File: config.mk
export PLATFORM = sky130hd
export DESIGN_NAME = pll_clk_manager
export DESIGN_NICKNAME = d
export VERILOG_FILES = /design/src/rtl/pll_clk_manager.sv
export SDC_FILE = /design/constraint.sdc
export NUM_CORES = 1
export LEC_CHECK = 0
export CORE_ASPECT_RATIO = 1.5
export CORE_MARGIN = 2
export CORE_UTILIZATION = 40
export DETAILED_ROUTE_END_ITERATION = 7
export GPL_ROUTABILITY_DRIVEN = 0
export PLACE_DENSITY_LB_ADDON = 0.1
export SYNTH_ARGS = -nofsm -noshare
export SYNTH_HDL_FRONTEND = slang
export SYNTH_SLANG_ARGS = --single-unit
File: constraint.sdc
create_clock -name clock_in -period 6.6 [get_ports clock_in]
set_input_delay 0.99 -clock clock_in [delete_from_list [all_inputs] [get_ports clock_in]]
set_output_delay 0.99 -clock clock_in [all_outputs]
set_load 0.01 [all_outputs]
File: src/rtl/pll_clk_manager.sv
// rtl/pll_clk_manager.sv - PLL lock supervisor, downstream reset and clock-enable generator
//
// Runs entirely in the PLL output clock domain. Qualifies the PLL lock,
// holds a downstream reset until lock has been stable, produces NUM_CH
// programmable clock-enable strobes and counts lock-loss events.
//
// Ports:
//   clock_in        PLL output clock, the only clock
//   reset_n         asynchronous active-low reset
//   pll_locked      raw PLL LOCK (asynchronous)
//   div_ratio       per-channel divide ratio, channel k at [k*DIV_W +: DIV_W]
//   div_load        one-cycle strobe: capture div_ratio
//   lock_loss_clear one-cycle strobe: clear lock_loss_count
//   rst_out_n       synchronous active-low reset for downstream logic
//   locked          qualified lock, high only in RUN
//   ce_out          per-channel clock-enable strobes
//   lock_loss_count saturating count of RUN->LOST transitions

module pll_clk_manager #(
    parameter int NUM_CH             = 2,
    parameter int DIV_W              = 16,
    parameter int LOCK_STABLE_CYCLES = 1024,
    parameter int SYNC_STAGES        = 2,
    parameter int CNT_W              = 8
) (
    input  logic                      clock_in,
    input  logic                      reset_n,
    input  logic                      pll_locked,
    input  logic [NUM_CH*DIV_W-1:0]   div_ratio,
    input  logic                      div_load,
    input  logic                      lock_loss_clear,
    output logic                      rst_out_n,
    output logic                      locked,
    output logic [NUM_CH-1:0]         ce_out,
    output logic [CNT_W-1:0]          lock_loss_count
);

    typedef enum logic [1:0] {
        WAIT_LOCK = 2'd0,
        STABILISE = 2'd1,
        RUN       = 2'd2,
        LOST      = 2'd3
    } state_t;

    localparam int SW = $clog2(LOCK_STABLE_CYCLES);
    localparam logic [SW-1:0] STAB_LAST = SW'(LOCK_STABLE_CYCLES - 1);

    state_t                 state;
    state_t                 next_state;
    logic [SYNC_STAGES-1:0] sync_q;
    logic                   lk_s;
    logic [SW-1:0]          stab_cnt;
    logic                   run_next;
    logic                   loss_event;

    assign lk_s = sync_q[SYNC_STAGES-1];

    always_ff @(posedge clock_in or negedge reset_n) begin
        if (!reset_n) begin
            sync_q <= '0;
        end else begin
            sync_q <= {sync_q[SYNC_STAGES-2:0], pll_locked};
        end
    end

    // State register plus the stable-lock counter that qualifies STABILISE.
    always_ff @(posedge clock_in or negedge reset_n) begin
        if (!reset_n) begin
            state    <= WAIT_LOCK;
            stab_cnt <= '0;
        end else begin
            state <= next_state;
            if (state == STABILISE) begin
                stab_cnt <= stab_cnt + 1'b1;
            end else begin
                stab_cnt <= '0;
            end
        end
    end

    always_comb begin
        next_state = state;
        case (state)
            WAIT_LOCK: if (lk_s) next_state = STABILISE;
            STABILISE: begin
                if (!lk_s) begin
                    next_state = WAIT_LOCK;
                end else if (stab_cnt == STAB_LAST) begin
                    next_state = RUN;
                end
            end
            RUN:       if (!lk_s) next_state = LOST;
            default:   next_state = WAIT_LOCK;
        endcase
    end

    // Outputs are decoded from next_state so they change on the same edge
    // as the state itself.
    always_comb begin
        run_next   = (next_state == RUN);
        loss_event = (state == RUN) && (next_state == LOST);
    end

    always_ff @(posedge clock_in or negedge reset_n) begin
        if (!reset_n) begin
            rst_out_n <= 1'b0;
            locked    <= 1'b0;
        end else begin
            rst_out_n <= run_next;
            locked    <= run_next;
        end
    end

    // A clear coinciding with a loss leaves exactly that one loss counted.
    always_ff @(posedge clock_in or negedge reset_n) begin
        if (!reset_n) begin
            lock_loss_count <= '0;
        end else if (lock_loss_clear) begin
            lock_loss_count <= loss_event ? CNT_W'(1) : '0;
        end else if (loss_event && (lock_loss_count != {CNT_W{1'b1}})) begin
            lock_loss_count <= lock_loss_count + 1'b1;
        end
    end

    for (genvar k = 0; k < NUM_CH; k++) begin : g_ch
        logic [DIV_W-1:0] shadow;
        logic [DIV_W-1:0] pend;
        logic [DIV_W-1:0] cnt;
        logic             pend_v;
        logic             ce_q;
        logic [DIV_W-1:0] new_ratio;
        logic             fast;
        logic             wrap;

        assign new_ratio = div_ratio[k*DIV_W +: DIV_W];
        // Ratios 0 and 1 both mean "strobe every cycle".
        assign fast      = (shadow < DIV_W'(2));
        // A wrap is the only point where the ratio may change without
        // distorting the running period.
        assign wrap      = (state == RUN) && (fast || (cnt == shadow - DIV_W'(1)));
        assign ce_out[k] = ce_q;

        always_ff @(posedge clock_in or negedge reset_n) begin
            if (!reset_n) begin
                shadow <= '0;
                pend   <= '0;
                pend_v <= 1'b0;
                cnt    <= '0;
                ce_q   <= 1'b0;
            end else begin
                ce_q <= run_next && ((state == RUN) ? wrap : fast);

                if ((state != RUN) || wrap) begin
                    cnt <= '0;
                end else begin
                    cnt <= cnt + 1'b1;
                end

                if ((state != RUN) || wrap) begin
                    if (div_load) begin
                        shadow <= new_ratio;
                    end else if (pend_v) begin
                        shadow <= pend;
                    end
                    pend_v <= 1'b0;
                end else if (div_load) begin
                    pend   <= new_ratio;
                    pend_v <= 1'b1;
                end
            end
        end
    end

endmodule

# Yosys cells after proc, flatten, opt, wreduce, memory -nomap -nowiden
# Cells that the tools add are included.
[word_totals]
regBits = 123
latchBits = 0
ramBits = 0
mem_bits_ro = 0
in_bits = 37
out_inout_bits = 12
word_cells = 74
memories = 0
[classes]
addsub = 6
n_mul = 0
div = 0
magnitude_cmp = 2
eq_ne = 9
shift = 0
n_mux = 20
bitwise_logic = 2
n_reduce_logical = 20
[ops]
columns = ["cell", "n"]
rows = [
  ["2-to-1 mux 16 bit", 6],
  ["adder 16 x 1 -> 16 bit, second input constant", 2],
  ["== test 16 bit", 2],
  ["< comparator 16 x 2 -> 1 bit, second input constant", 2],
  ["subtractor 16 x 1 -> 16 bit, second input constant", 2],
  ["2-to-1 mux 8 bit", 2],
  ["adder 10 x 1 -> 10 bit, second input constant", 1],
  ["== test 10 bit, second input constant", 1],
  ["2-to-1 mux 10 bit", 1],
  ["nonzero test 2 bit", 5],
  ["adder 8 x 1 -> 8 bit, second input constant", 1],
  ["2-to-1 mux 2 bit", 4],
  ["inequality test 8 bit, second input constant", 1],
  ["AND reduction 2 bit", 4],
  ["== test 2 bit, second input constant", 3],
  ["logical AND 1 bit", 6],
  ["2-to-1 mux 1 bit", 6],
  ["case mux 2 bit (3 select lines)", 1],
  ["logical OR 1 bit", 4],
  ["== test 2 x 1 -> 1 bit, second input constant", 1],
  ["zero test 2 bit", 1],
  ["inequality test 2 bit, second input constant", 1],
  ["inverter 1 bit", 2],
]

# Depth between registers and ports, before layout
# Gate-level depths: netlist of the first run.
[depth]
word_depth = 9
mapped_depth = 13
ltp_nobuf = 10

# Worst setup path after synthesis of the first run
# No wires, ideal clock.
[synth_timing]
kind = "flip-flop to flip-flop"
from = "reg g_ch[0].shadow[8]"
to = "reg g_ch[0].pend[10]"
setup_ns = 0.125
arrival_ns = 2.673
t_required_ns = 6.475
path_slack_ns = 3.802
stages_incl_launch_ff = 11
path_buffers = 2
synth_period_minus_slack_ns = 2.798
path_cell_list = "dfrtp_1 > or4_4 > and4bb_2 > mux2_1 > mux2i_1 > o21ai_2 > nand4_2 > and3_1 > buf_6 > buf_6 > mux2_4"
[synth_between]
elab_chain_len = 7
word_cells_on_any_way = 8
classes_between = "add/sub (1); order compare (1); eq/ne (1); bitwise (1); reduce/logical (4)"
[synth_lines]
columns = ["item", "line", "source"]
rows = [
  ["start, declared", "126", "logic [DIV_W-1:0] shadow;"],
  ["start signal, assigned", "161", "shadow <= new_ratio;"],
  ["start signal, assigned", "163", "shadow <= pend;"],
  ["subtractor 16 x 1 -> 16 bit", "140", "assign wrap = (state == RUN) && (fast || (cnt == shadow - DIV_W'(1)));"],
  ["== test 16 bit", "140", ""],
  ["logical OR 1 bit (*)", "140", ""],
  ["logical AND 1 bit (*)", "140", ""],
  ["logical OR 1 bit (*)", "159", "if ((state != RUN) || wrap) begin"],
  ["inverter 1 bit (no line) (*)", "--", ""],
  ["AND reduction 2 bit (no line) (*)", "--", ""],
  ["end signal, assigned", "167", "pend <= new_ratio;"],
  ["end, declared", "127", "logic [DIV_W-1:0] pend;"],
]
# Mark *: on every way between the ends. The rest lies on a longest branch, timed or not.
# A chain may end at the register's enable or synchronous reset.

# Worst setup path in the final report of the first run
[layout_timing]
from = "in div_load"
to = "reg g_ch[1].shadow[15]"
[layout_between]
elab_chain_len = 2
word_cells_on_any_way = 3
classes_between = "mux (1); reduce/logical (2)"
[layout_lines]
columns = ["item", "line", "source"]
rows = [
  ["start, declared", "30", "input logic div_load,"],
  ["nonzero test 2 bit (no line)", "--", ""],
  ["AND reduction 2 bit (no line)", "--", ""],
  ["end signal, assigned", "161", ""],
  ["end signal, assigned", "163", ""],
  ["end, declared", "126", ""],
]
# Parallel ways exist; a longest one is shown, timed or not.

==> metrics, run 1 <==
Worst Setup Path Type input pin to flop; Setup TNS 0 ps; largest net degree at the start of global routing 71; Setup WS post-layout 2945 ps; # resized after CTS 0; slowest cell on the critical path clkdlybuf4s50_1; share of layout cells above drive strength 1 between 10% and 20%; Worst Tran Pin Value 1034 ps; WP data required ~6900 ps; Hold Crit Class flop to flop; Syn. warnings 0; post-route minimum period 3655 ps; CP Launch Type input pin; via/cell ratio 5.588; Power, Total 1.911 mW; global-route wire length before repair 28700 um; wire per inst ~17 um; CP peak stage delay 1030 ps; Final #Nets 818; Routed Antenna Nets 0; Static Leakage 3.307 nW; initial antenna violation count 0; Mapped Cells 742; Mapped Nets between 700 and 800; core area 17350 um^2; RSZ-0062 raised after global routing no; Mapped Area 7052 um^2; post-synthesis area per instance 9.504 um^2; synthesized flop and latch total 123; total grt overflow 0; Fmax 273.6 MHz; DRT iter0 DRCs 294; skew final 8.229 ps; TritonRoute pass-1 iters 5; CTS buffer count 17; ys flop type dfrtp_1; most common cell after layout, fill and taps aside dfrtp_1; crit share post-route 55.38%; Max H-tree Level 4; r2r setup slk roughly 3100 ps; Setup-failing EPs final 0; crit path capture type flop; row count slightly below 60; Die Span Y around 170 um; Post-DP Area 7635 um^2; Clock Tree Buf Depth 2; Worst-Skew Late Latency 420 ps; post-synth cell types 62; Hold Fails Final Rpt 0; CP Data Arrival Time 3970 ps; Port-buffer cells 48; hold-fix buffers at CTS 0; initial core utilization 40.65%; Max IR drop VDD 0.1955 mV; Max-cap violations 0; crit-path cells clkdlybuf4s50_1 > inv_2 > nor2_1 > buf_4 > a22oi_1 > or2_2 > o211ai_1; CTS tree built; synth top area cells dfrtp_1, xnor2_1, nor2_1, mux2_4, xor2_1; FFs w/ async S/R, synth between 90% and 100%; dpl hpwl 11640 um; P per Cell Area 232.9 nW/um^2; buffer count from post-CTS setup fixing 0; sequential fraction of the synthesis area 43.65%; diode count 0; status complete, no violations; vias in the first global route 5660; Clk pin slew, worst setup/hold paths 50 ps; total global routing track utilization 18.93%; pre-CTS setup slack approximately 2600 ps; DRC 0; CTS sink cnt 123; fin. max-slew vios 0; clock root cell clkbuf_16; post-synth top area cell dfrtp_1; most frequent cells in the layout dfrtp_1, nor2_1, nand2_1; EDFF count, synth 0; fin area 8205 um^2; WL final 17060 um; post-synth top area share 43.65%; Ports 49; Critical Path Fanout Max 62; vias 5588; Die W roughly 110 um; die area 18730 um^2; Area Overhead vs Synth 16.36%; Worst slew margin 31.08%
[layer usage]
| metal | global-route usage (%) | wire length (um) |
|---|---|---|
| met4 | 7.688 | 342 |
| met5 | 0 | 0 |
| met3 | 3.894 | 582 |
| met1 | 22.79 | 7221 |
| met2 | 32.84 | 8913 |
[per-stage QoR]
step | hold slack [ps] | utilization (%) | instances
2_1_floorplan | 331.2 | - | 742
4_1_cts | 357.9 | 47.30 | 1000
6_report | 351.1 | 47.30 | 1000
3_5_place_dp | 345.7 | 44.01 | 969
3_3_place_gp | 340.2 | 44.01 | 969
5_1_grt | 378.0 | 47.30 | 1000
[critical path, delay by kind of cell]
family | cells | cell delay (ps)
buffers and inverters | 3 | 1930
AND/OR/NAND/NOR | 2 | 830
AO/OA/AOI/OAI | 2 | 160
[report_power, final]
group	switching, mW	internal, mW	total (mW)	leakage (nW)
clock network	0.331	0.580	0.911	0.283
logic	0.0893	0.0855	0.175	1.41
registers	0.0459	0.780	0.826	1.62
[synthesized netlist by cell type (all sizes together), types with 2 or more instances]
master and instances:
dfrtp 123, nor2 86, nand2 48, a21oi 43, o21ai 42, nand3 41, xnor2 40, xor2 34
mux2 33, inv 28, clkbuf 24, and3 19, nor3 18, buf 17, a2bb2oi 15, nor2b 15
a221oi 14, o211ai 14, nor4 11, nand4 9, mux2i 8, or3 8, nand2b 7, ha 6
a31oi 4, a211oi 3, a22oi 3, nand3b 3, nor3b 3, a211o 2, nor4b 2, o41ai 2
or2 2
[path summary, 6_finish.rpt]
| path | from | endpoint | cells after the start |
|---|---|---|---|
| max in group asynchronous | reset_n | g_ch[0].ce_q | 2 |
| worst max register to register | g_ch[0].shadow[7] | g_ch[0].pend[5] | 8 |
| worst min-delay path | sync_q[0] | sync_q[1] | 0 |
| worst max-delay path | div_load | g_ch[1].shadow[15] | 7 |
| worst min register to register | sync_q[0] | sync_q[1] | 0 |
| min in group asynchronous | reset_n | lock_loss_count[5] | 1 |
[kinds of logic after synthesis]
group	Yosys count	synth area share (%)
simple gates	277	20.16
compound gates	152	13.95
flops	123	43.65
xor+xnor	74	9.191
buf+inv	69	4.524
mux	41	7.470
fa+ha+maj	6	1.065
[cell type report]
class	count	area, um^2
fill	1613	9143
multi-input combinational	550	3655
sequential	123	3078
timing repair buffer	55	530.5
clock buffer	23	478.0
tap	213	266.5
inverter	28	105.1
clock inverter	8	92.59
[sequential cells by signal, summed over array words and instances, names as in the netlist]
| register | flops |
|---|---|
| g_ch.ce_q | 2 |
| g_ch.cnt | 32 |
| g_ch.pend | 32 |
| g_ch.pend_v | 2 |
| g_ch.shadow | 32 |
| lock_loss_count | 8 |
| locked | 1 |
| stab_cnt | 10 |
| state | 2 |
| sync_q | 2 |
Power figures use the tool's default switching activity.
==> inputs of run 2 (changes only) <==
- clock period: 6.6 -> 3.4 ns (I/O delays scaled with it)
==> metrics, run 2 (same netlist as run 1, synthesis figures left out) <==
crit-path cells nor4_4 > nand4_2 > or3b_1 > a211oi_1 > nor3_1 > nor4b_4 > buf_4 > nand2b_1 > buf_4 > nor2_1 (was clkdlybuf4s50_1 > inv_2 > nor2_1 > buf_4 > a22oi_1 > or2_2 > o211ai_1); DRC 0 (unchanged); CTS buffer count 17 (unchanged); Hold Crit Class input pin to async pin (was flop to flop); Max-cap violations 0 (unchanged); r2r setup slk 270 ps (was 3140 ps); vias in the first global route 5939 (was 5660); cell count after placement 985 (was 969); RSZ-0062 raised after global routing no (unchanged); initial core utilization 40.65% (unchanged); most frequent cells in the layout dfrtp_1, nor2_1, nand2_1 (unchanged); total global routing track utilization 20.20% (was 18.93%); crit share post-route 91.99%; Worst Reg2Reg Path Length in Cells 10 (was 8); CTS sink cnt 123 (unchanged); Clock Tree Buf Depth 2 (unchanged); P per Cell Area 457.8 nW/um^2 (was 232.9 nW/um^2); Die W 112.4 um (unchanged); vias 5674 (was 5588); Routed Antenna Nets 0 (unchanged); die area 18730 um^2 (unchanged); P_int 2.910 mW (was 1.445 mW); met2 wire len 9605 um (was 8913 um); core area 17350 um^2 (unchanged); Layout Cells excl Fill 1016 (was 1000); global-route wire length before repair 30150 um (was 28700 um); Die Span Y 166.6 um (unchanged); largest registers g_ch.cnt x32, g_ch.pend x32, g_ch.shadow x32 (unchanged); reg2reg start g_ch[1].shadow[10] (was g_ch[0].shadow[7]); Worst Setup Path Type flop to flop (was input pin to flop); hold-fix buffers at CTS 0 (unchanged); CTS tree built (unchanged); Fmax 319.7 MHz; Comb pwr share 9.6% (was 9.1%); status complete, no violations (unchanged); Worst slew margin 43.70% (was 31.08%); wire per inst 17.69 um (was 17.06 um); fin. max-slew vios 0 (unchanged); filler instances 1627 (was 1613); Static Leakage 3.404 nW (was 3.307 nW); Hold Fails Final Rpt 0 (unchanged); Post-Route M1 WL 7270 um (was 7221 um); Worst-Skew Late Latency 430 ps (was 420 ps); Setup TNS 0 ps (unchanged); Clk pin slew, worst setup/hold paths 60 ps (was 50 ps); Clock Power Share 48.9% (was 47.7%); DRT iter0 DRCs 261 (was 294); CP Data Arrival Time 3430 ps (was 3970 ps); Flop pwr share 41.6% (was 43.2%); initial antenna violation count 0 (unchanged); Critical Path Fanout Max 37 (was 62); post-route minimum period 3128 ps; WL final 17970 um (was 17060 um); TritonRoute pass-1 iters 4 (was 5); crit path capture type flop (unchanged); Post-DP Area 7755 um^2 (was 7635 um^2); worst reg2reg endpoint g_ch[1].cnt[13] (was g_ch[0].pend[5]); Worst Tran Pin Value 844.5 ps (was 1034 ps); final core occ 48.18% (was 47.30%); buffer count from post-CTS setup fixing 0 (unchanged); via/cell ratio 5.585 (was 5.588); dpl hpwl 12780 um (was 11640 um); skew final 9.035 ps (was 8.229 ps); P_sw 0.9165 mW (was 0.4663 mW); largest net degree at the start of global routing 62 (was 71); share of layout cells above drive strength 1 12.45% (was 10.55%); total grt overflow 0 (unchanged); # resized after CTS 0 (unchanged); Final #Nets 834 (was 818); Area Overhead vs Synth 18.52% (was 16.36%); clock root cell clkbuf_16 (unchanged); diode count 0 (unchanged); CP peak stage delay 460 ps (was 1030 ps); most common cell after layout, fill and taps aside dfrtp_1 (unchanged); Top Metal Used met4 (unchanged); fin area 8358 um^2 (was 8205 um^2); WP data required 3700 ps (was 6920 ps); most frequent CP cell buf_4; Max IR drop VDD 0.2457 mV (was 0.1955 mV); routed wl met3 596 um (was 582 um); row count 59 (unchanged); slowest cell on the critical path dfrtp_1 (was clkdlybuf4s50_1); CP Launch Type flop (was input pin); Setup-failing EPs final 0 (unchanged); Max H-tree Level 4 (unchanged); Port-buffer cells 48 (unchanged); Ports 49 (unchanged); switching share of power 23.95% (was 24.40%)
## run 2: cell types whose count changed in the layout (fill, tap and decap cells not counted), sizes merged
| cell | before | now |
|---|---|---|
| buf | 8 | 24 |
| bufinv | 2 | 3 |
| clkinvlp | 1 | 0 |
## run 2: how the worst max path moves through the flow
stage | slack (ps) | endpoint | start
after floorplan | 600 | g_ch[0].pend[10] | g_ch[0].shadow[8]
after global placement | 330 | g_ch[1].cnt[13] | g_ch[1].shadow[10]
after detailed placement | 270 | g_ch[1].cnt[13] | g_ch[1].shadow[10]
after CTS | 250 | g_ch[1].cnt[13] | g_ch[1].shadow[10]
after global routing | 20 | g_ch[1].cnt[12] | g_ch[1].shadow[6]
final | 270 | g_ch[1].cnt[13] | g_ch[1].shadow[10]
## run 2: per-stage QoR
step	worst slack (ps)	hold slack (ps)	power, mW
detailed placement	271.9	334.7	1.981
global route	18.86	209.8	3.986
floorplan	601.9	214.4	1.818
finish	272.2	153.5	3.826
CTS	249.9	193.6	3.868
global placement	326.6	338.5	1.972
## run 2: power by group through the flow
stage	combinational, mW	clock, mW	sequential (mW)
after floorplan	0.237	0	1.58
after global placement	0.360	0	1.61
after detailed placement	0.368	0	1.61
after CTS	0.370	1.91	1.59
after global routing	0.409	1.98	1.60
final	0.367	1.87	1.59
## run 2: area by class of cell
| cell class | instances | area, um^2 | share of cell area, % |
|---|---|---|---|
| clock buffer | 23 | 488.0 | 5.838 |
| multi-input combinational | 550 | 3655 | 43.73 |
| tap | 213 | 266.5 | 3.189 |
| inverter | 28 | 105.1 | 1.257 |
| timing repair buffer | 71 | 650.6 | 7.784 |
| sequential | 123 | 3078 | 36.83 |
| clock inverter | 8 | 115.1 | 1.377 |
## run 2: per-layer routing
layer  track usage (%)  vias up
met5                 0        -
li1                  -     2719
met4             7.847        0
met2             36.38      109
met1             22.99     2812
met3             4.585       34
## run 2: critical path: cells and delay by family (launching register included)
kind | cells | cell delay, ps
AND/OR/NAND/NOR | 7 | 1640
buffers and inverters | 2 | 640
flip-flops | 1 | 460
AO/OA/AOI/OAI | 1 | 250
